[src/rtl/led_chaser.sv]
// led_chaser: parametrised running-light generator for the board LED bank.
// Modes: right (index up), left (index down), bounce, fill; selectable speed,
// run/freeze enable and a one-cycle step strobe. All outputs are registered.
// Optional build macro LED_CHASER_PWM_EN adds a 4-bit brightness input that
// gates lit LEDs with a free-running 16-step PWM.
module led_chaser #(
    parameter int unsigned N_LEDS      = 4,
    parameter int unsigned STEP_CYCLES = 50_000_000,
    parameter bit          ACTIVE_LOW  = 1'b1
) (
    input  logic              clk,
    input  logic              reset,
    input  logic              enable,
    input  logic [1:0]        mode,
    input  logic [1:0]        speed,
`ifdef LED_CHASER_PWM_EN
    input  logic [3:0]        brightness,
`endif
    output logic [N_LEDS-1:0] led,
    output logic              step_pulse
);

    localparam int unsigned CW = $clog2(STEP_CYCLES + 1);
    localparam int unsigned PW = (N_LEDS > 1) ? $clog2(N_LEDS) : 1;
    localparam logic [PW-1:0] POS_LAST = PW'(N_LEDS - 1);

    typedef enum logic [1:0] {
        MODE_RIGHT  = 2'b00,
        MODE_LEFT   = 2'b01,
        MODE_BOUNCE = 2'b10,
        MODE_FILL   = 2'b11
    } mode_e;

    logic [CW-1:0]     cnt_q, cnt_d;
    logic [CW-1:0]     period;
    logic [CW-1:0]     shifted;
    logic [PW-1:0]     pos_q, pos_d;
    logic              dir_up_q, dir_up_d;
    logic              bdir_up;
    mode_e             mode_q, mode_d;
    logic              started_q, started_d;
    logic [N_LEDS-1:0] lit_q, lit_d;
    logic              pulse_q, pulse_d;

    // Active-high lit mask for a given mode and position.
    function automatic logic [N_LEDS-1:0] pattern(input mode_e m, input logic [PW-1:0] p);
        logic [N_LEDS-1:0] pat;
        pat = '0;
        for (int unsigned i = 0; i < N_LEDS; i++) begin
            if (m == MODE_FILL) pat[i] = (i <= 32'(p));
            else                pat[i] = (i == 32'(p));
        end
        return pat;
    endfunction

    function automatic logic [N_LEDS-1:0] drive(input logic [N_LEDS-1:0] lit);
        return ACTIVE_LOW ? ~lit : lit;
    endfunction

    // Step period = max(1, STEP_CYCLES >> speed), re-evaluated every cycle.
    always_comb begin
        shifted = CW'(STEP_CYCLES) >> speed;
        period  = (shifted == '0) ? CW'(1) : shifted;
    end

    // State register: counter, position, direction, sampled mode, pattern.
    always_ff @(posedge clk) begin
        if (reset) begin
            cnt_q     <= '0;
            pos_q     <= '0;
            dir_up_q  <= 1'b1;
            mode_q    <= mode_e'(mode);
            started_q <= 1'b0;
            lit_q     <= '0;
            pulse_q   <= 1'b0;
        end else begin
            cnt_q     <= cnt_d;
            pos_q     <= pos_d;
            dir_up_q  <= dir_up_d;
            mode_q    <= mode_d;
            started_q <= started_d;
            lit_q     <= lit_d;
            pulse_q   <= pulse_d;
        end
    end

    // Next-state: first enabled edge after reset only loads pattern(pos=0)
    // and leaves the counter at 0; later edges count or take a step.
    always_comb begin
        cnt_d     = cnt_q;
        pos_d     = pos_q;
        dir_up_d  = dir_up_q;
        mode_d    = mode_q;
        started_d = started_q;
        lit_d     = lit_q;
        pulse_d   = 1'b0;
        bdir_up   = dir_up_q;
        if (enable) begin
            if (!started_q) begin
                started_d = 1'b1;
                lit_d     = pattern(mode_q, pos_q);
            end else if (cnt_q >= period - CW'(1)) begin
                cnt_d   = '0;
                pulse_d = 1'b1;
                mode_d  = mode_e'(mode);
                // Entering bounce: head up unless already at the top end.
                if (mode_d == MODE_BOUNCE && mode_q != MODE_BOUNCE)
                    bdir_up = (pos_q != POS_LAST);
                case (mode_d)
                    MODE_RIGHT, MODE_FILL: begin
                        pos_d = (pos_q == POS_LAST) ? '0 : pos_q + PW'(1);
                    end
                    MODE_LEFT: begin
                        pos_d = (pos_q == '0) ? POS_LAST : pos_q - PW'(1);
                    end
                    MODE_BOUNCE: begin
                        if (N_LEDS == 1) begin
                            pos_d = '0;
                        end else if (bdir_up) begin
                            if (pos_q == POS_LAST) begin
                                dir_up_d = 1'b0;
                                pos_d    = pos_q - PW'(1);
                            end else begin
                                dir_up_d = 1'b1;
                                pos_d    = pos_q + PW'(1);
                            end
                        end else begin
                            if (pos_q == '0) begin
                                dir_up_d = 1'b1;
                                pos_d    = pos_q + PW'(1);
                            end else begin
                                dir_up_d = 1'b0;
                                pos_d    = pos_q - PW'(1);
                            end
                        end
                    end
                    default: pos_d = pos_q;
                endcase
                lit_d = pattern(mode_d, pos_d);
            end else begin
                cnt_d = cnt_q + CW'(1);
            end
        end
    end

`ifdef LED_CHASER_PWM_EN
    logic [3:0]        pwm_cnt_q;
    logic [3:0]        pwm_cnt_d;
    logic [N_LEDS-1:0] led_q;

    assign pwm_cnt_d = pwm_cnt_q + 4'd1;

    // Free-running PWM; output register gates next lit mask by next PWM phase.
    always_ff @(posedge clk) begin
        if (reset) begin
            pwm_cnt_q <= '0;
            led_q     <= drive('0);
        end else begin
            pwm_cnt_q <= pwm_cnt_d;
            led_q     <= drive(lit_d & {N_LEDS{pwm_cnt_d <= brightness}});
        end
    end

    // Outputs straight from registers.
    always_comb begin
        led        = led_q;
        step_pulse = pulse_q;
    end
`else
    // Outputs straight from registers (polarity applied to the lit mask).
    always_comb begin
        led        = drive(lit_q);
        step_pulse = pulse_q;
    end
`endif

endmodule

[config.mk]
export PLATFORM = sky130hd
export DESIGN_NAME = led_chaser
export DESIGN_NICKNAME = d
export VERILOG_FILES = /design/src/rtl/led_chaser.sv
export SDC_FILE = /design/constraint.sdc
export NUM_CORES = 1
export LEC_CHECK = 0
export CAP_MARGIN = 20
export CORE_ASPECT_RATIO = 1.2
export CORE_MARGIN = 2
export CORE_UTILIZATION = 60
export DETAILED_ROUTE_END_ITERATION = 12
export GPL_TIMING_DRIVEN = 0
export PLACE_DENSITY = 0.79
export SYNTH_ARGS = -nofsm -noshare
export SYNTH_HDL_FRONTEND = slang
export SYNTH_SLANG_ARGS = --single-unit
[constraint.sdc]
create_clock -name clk -period 5.2 [get_ports clk]
set_clock_uncertainty 0.1 [all_clocks]
set_input_delay 0.52 -clock clk [delete_from_list [all_inputs] [get_ports clk]]
set_output_delay 0.52 -clock clk [all_outputs]
set_load 0.1 [all_outputs]
Yosys cells after proc, flatten, opt, wreduce, memory -nomap -nowiden
Cells that the tools add are included.

storage, ports and cells
  register bits = 37
  bits of input ports = 7
  word-level logic and storage cells = 84

cells by class
  add/sub/neg operators = 4
  magnitude comparators = 7
  eq/ne operators = 14
  shift-type cells = 1
  muxes and demuxes = 33
  bitwise gates (word level) = 3
  reductions and logical operators = 15

operator list
  kind                                                                             number
  26-bit 2-to-1 mux                                                                2
  26-bit by 1-bit adder with 26-bit output, second input constant                  1
  26-bit >= comparator                                                             1
  26-bit zero test                                                                 1
  26-bit by 2-bit >> shifter with 26-bit output, first input constant              1
  26-bit by 1-bit subtractor with 26-bit output, second input constant             1
  2-bit 2-to-1 mux                                                                 12
  1-bit 2-to-1 mux                                                                 16
  2-bit equality test, first input constant                                        4
  2-bit equality test, second input constant                                       4
  2-bit less-or-equal comparator, first input constant                             4
  4-bit 2-to-1 mux                                                                 2
  2-bit zero test                                                                  3
  2-bit case mux with 3 select lines                                               1
  3-bit AND reduction                                                              2
  2-bit nonzero test                                                               3
  1-bit by 2-bit equality test with 1-bit output, first input constant             2
  1-bit by 2-bit less-or-equal comparator with 1-bit output, first input constant  2
  2-bit != test, second input constant                                             2
  4-bit NOT                                                                        1
  2-bit AND reduction                                                              2
  4-bit AND reduction                                                              1
  3-bit OR reduction                                                               1
  2-bit by 1-bit adder with 2-bit output, second input constant                    1
  6 further kinds                                                                  7

Depth between registers and ports, before layout
  depth after elaboration = 17
  gate-level depth with buffers = 13

Worst setup path before layout
No wires, ideal clock.

  path type = input -> register
  start point = input speed[1]
  end point = register mode_q[0], enable pin
  library setup time = 0.247 ns
  data arrival time = 2.431 ns
  data required time = 4.853 ns
  path slack = 2.421 ns
  stages = 11
  path buffers = 1
  path through = inv_1 nor2_1 inv_1 ha_1 ha_1 a21oi_1 nor3_1 o311ai_1 and3_2 o21ai_2 buf_4

between the ends
  longest elaborated chain between the ends = 7

RTL lines
  what                                               RTL line  source
  start, declared                                    15        input logic [1:0] speed,
  26-bit by 2-bit >> shifter with 26-bit output (*)  62        shifted = CW'(STEP_CYCLES) >> speed;
  26-bit zero test                                   63        period = (shifted == '0) ? CW'(1) : shifted;
  26-bit 2-to-1 mux (*)                              63
  26-bit by 1-bit subtractor with 26-bit output (*)  102       end else if (cnt_q >= period - CW'(1)) begin
  26-bit >= comparator (*)                           102
  2-bit nonzero test (no source line) (*)            n/a
  3-bit AND reduction (no source line) (*)           n/a
  end signal, assigned                               72        mode_q <= mode_e'(mode);
  end signal, assigned                               80        mode_q <= mode_d;
  end, declared                                      40        mode_e mode_q, mode_d;

Mark *: on every way between the ends. The rest lies on a longest branch, timed or not.
A chain may end at the register's enable or synchronous reset.

Worst setup path after layout
  start point = input speed[0]
  end point = register mode_q[0], enable pin

The elaborated chain is that of the path after synthesis.

==> impl_metrics.toml <==
[grt]
grt_pass1_wl_um = 8610
grt_pass1_vias = 2008
grt.total_usage = 0.231
gr-total-overflow = 0
antenna_found_initial = 0
grt_max_degree = 13

[yosys]
ys_async_sr_fraction = 0
yosys_warnings = 0
synth-edff-count = 2
synth_top_flop_cell = "dfxtp_1"
synth_cell_types = 52
syn_area_um2 = 2470
yosysSeqAreaShare = 0.308
ys_ff_latch = 37
syn_avg_cell_area_um2 = 8.21
synth_cells = 301

[cells_and_area]
antenna_cells = 0
final_common_cell = "nand2_1"
nets = 355
fill_cells = 338
mostFrequentLayoutCells = "nand2_1 (36), dfxtp_1 (35), nor2_1 (32)"
area_growth_pct = 10.4
layout-drive-gt1-share = 0.0719

[cts]
cts_max_level = 2
clk_pin_slew_ns = 0.08
cts_tree = "built"
postCtsHoldBufs = 0
cts.sinks = 37
clockBufferDepth = 2
clock_latency_ns = 0.29
cts_buffers = 5
post_cts_buffers = 0
root_buffer = "clkbuf_8"
post_cts_resized = 0

[timing]
slew_violations = 0
holdWs_ns = 0.376
tns_ns = 0
hold_violations = 0
slew_headroom = 0.355
worstMarginPinSlew_ns = 0.965
min_period_ns = 3.58
rsz0062_at_grt = "false"
fmax_mhz = 279
min_period_over_period = 0.688
setup_violations = 0

[worst_setup_path]
worstSetupStartpointType = "primary input"
worstPathMaxFanout = 11
crit_end = "mode_q[0]"
ff2ff_path_depth = 8
path_class = "primary input to register"
crit_arrival_ns = 3.53
cp_data_required_time_ns = 5.15
r2r_end = "mode_q[0]"
r2r-start = "cnt_q[4]"
worstSetupEndpointType = "register"
r2r_slack_ns = 2.60
startpoint = "speed[0]"

[die]
num_rows = 25
initial_core_util = 0.627
die_h_um = 74.3
io-pin-count = 12
core_um2 = 3940
die-area_um2 = 4650
die_w_um = 62.6

[pwr]
p_per_area_nw_per_um2 = 209
leakage_nw = 1.18
ir_worst_vdd_uv = 179

[place]
io_buffers = 10
globalplace.congestion = 0.946
dp.final_hpwl_um = 3750

[drt]
drc = 0
wirelength_um = 4980
routed_via_density = 5.68
drt_pre_antenna_iters = 4
drtIter0Drc = 147
final_antenna_net_count = 0
dr_total_vias = 2125
routedWlPerCell_um = 13.3

[outcome]
status = "finished clean"

[worst_hold_path]
worstHoldPathType = "register to register"

[run]
cap_viol_max_count = 0
==> report_power, final <==
| group | switching [mW] | internal (mW) |
|---|---|---|
| Clock | 0.109 | 0.0926 |
| Combinational | 0.0499 | 0.0261 |
| Sequential | 0.00230 | 0.290 |
| Total | 0.161 | 0.409 |
==> how the worst min path moves through the flow <==
stage                     slack [ns]     start  cells after the start  endpoint
after CTS                       0.38  lit_q[1]                      2  lit_q[1]
after global placement          0.36  lit_q[1]                      2  lit_q[1]
after detailed placement        0.37  lit_q[1]                      2  lit_q[1]
after global routing            0.39  lit_q[1]                      2  lit_q[1]
final                           0.38  lit_q[1]                      2  lit_q[1]
after floorplan                 0.35  cnt_q[1]                      2  cnt_q[1]
==> per-layer routing <==
metal  up-vias  wire length (um)  track usage
met2        28              2450        0.412
li1       1085                 -            -
met3         9               115       0.0454
met5         -                 0            0
met4         0                91        0.111
met1      1003              2320        0.271
==> cells in the mapped netlist, types with 2 or more instances <==
master	n	share of area
o31ai_1	3	0.0091
nor2_1	32	0.049
buf_6	2	0.0091
nor2b_1	4	0.010
edfxtp_1	2	0.024
conb_1	2	0.0030
o21ai_0	5	0.010
a21o_1	2	0.0061
inv_1	23	0.035
buf_4	3	0.0091
xnor2_1	5	0.018
a21oi_1	14	0.028
o21ai_1	3	0.0061
nand2b_1	2	0.0051
a31oi_1	7	0.018
ha_1	29	0.15
xor2_1	16	0.057
and3_1	6	0.015
o311ai_1	2	0.0071
nand4_1	7	0.018
or3_1	2	0.0051
dfxtp_1	35	0.28
nand3_1	17	0.034
nand2_1	36	0.055
buf_2	3	0.0061
nor3_1	9	0.018
clkbuf_1	2	0.0030
and4_1	3	0.011
maj3_1	2	0.0081
==> layout make-up <==
type,instances,area (um^2),share of cell area
plain buffers,10,67.6,0.0248
clock buffers,5,68.8,0.0252
clock inverters,3,17.5,0.00642
inverters,23,86.3,0.0317
multi-input cells,232,1560,0.572
flip-flops and latches,37,761,0.279
well taps,54,67.6,0.0248
repair buffers,10,100,0.0367
==> cell families after synthesis <==
logic type | after synthesis | share of synthesized area
flip-flops | 37 | 0.308
AND/OR/NAND/NOR | 123 | 0.242
AO/OA/AOI/OAI | 53 | 0.148
other | 2 | 0.00304
buffers and inverters | 33 | 0.0623
XOR/XNOR | 22 | 0.0811
adder cells (fa/ha/maj) | 31 | 0.155
==> per-stage QoR <==
step,area [um^2],total power [mW],utilization,cells,worst slack (ns)
4_1_cts,2730,0.575,0.692,374,1.65
3_3_place_gp,2640,0.373,0.670,366,1.39
2_1_floorplan,2470,0.355,-,302,2.42
5_1_grt,2730,0.589,0.692,374,1.41
6_report,2730,0.570,0.692,374,1.62
3_5_place_dp,2640,0.375,0.670,366,1.37
==> critical path, stage by stage <==
cell             delay [ns]
clkdlybuf4s50_1        0.59
inv_1                  0.14
nor2_1                 0.33
inv_1                  0.09
ha_1                   0.29
ha_1                   0.27
a21oi_1                0.15
nor3_1                 0.08
o311ai_1               0.44
and3_2                 0.35
o21ai_2                0.09
buf_4                  0.19
==> registers in the layout, indices dropped and copies added (netlist names) <==
| register | cells |
|---|---|
| dir_up_q | 1 |
| lit_q | 4 |
| step_pulse | 1 |
| pos_q | 2 |
| started_q | 1 |
| mode_q | 2 |
| cnt_q | 26 |
Power figures use the tool's default switching activity.
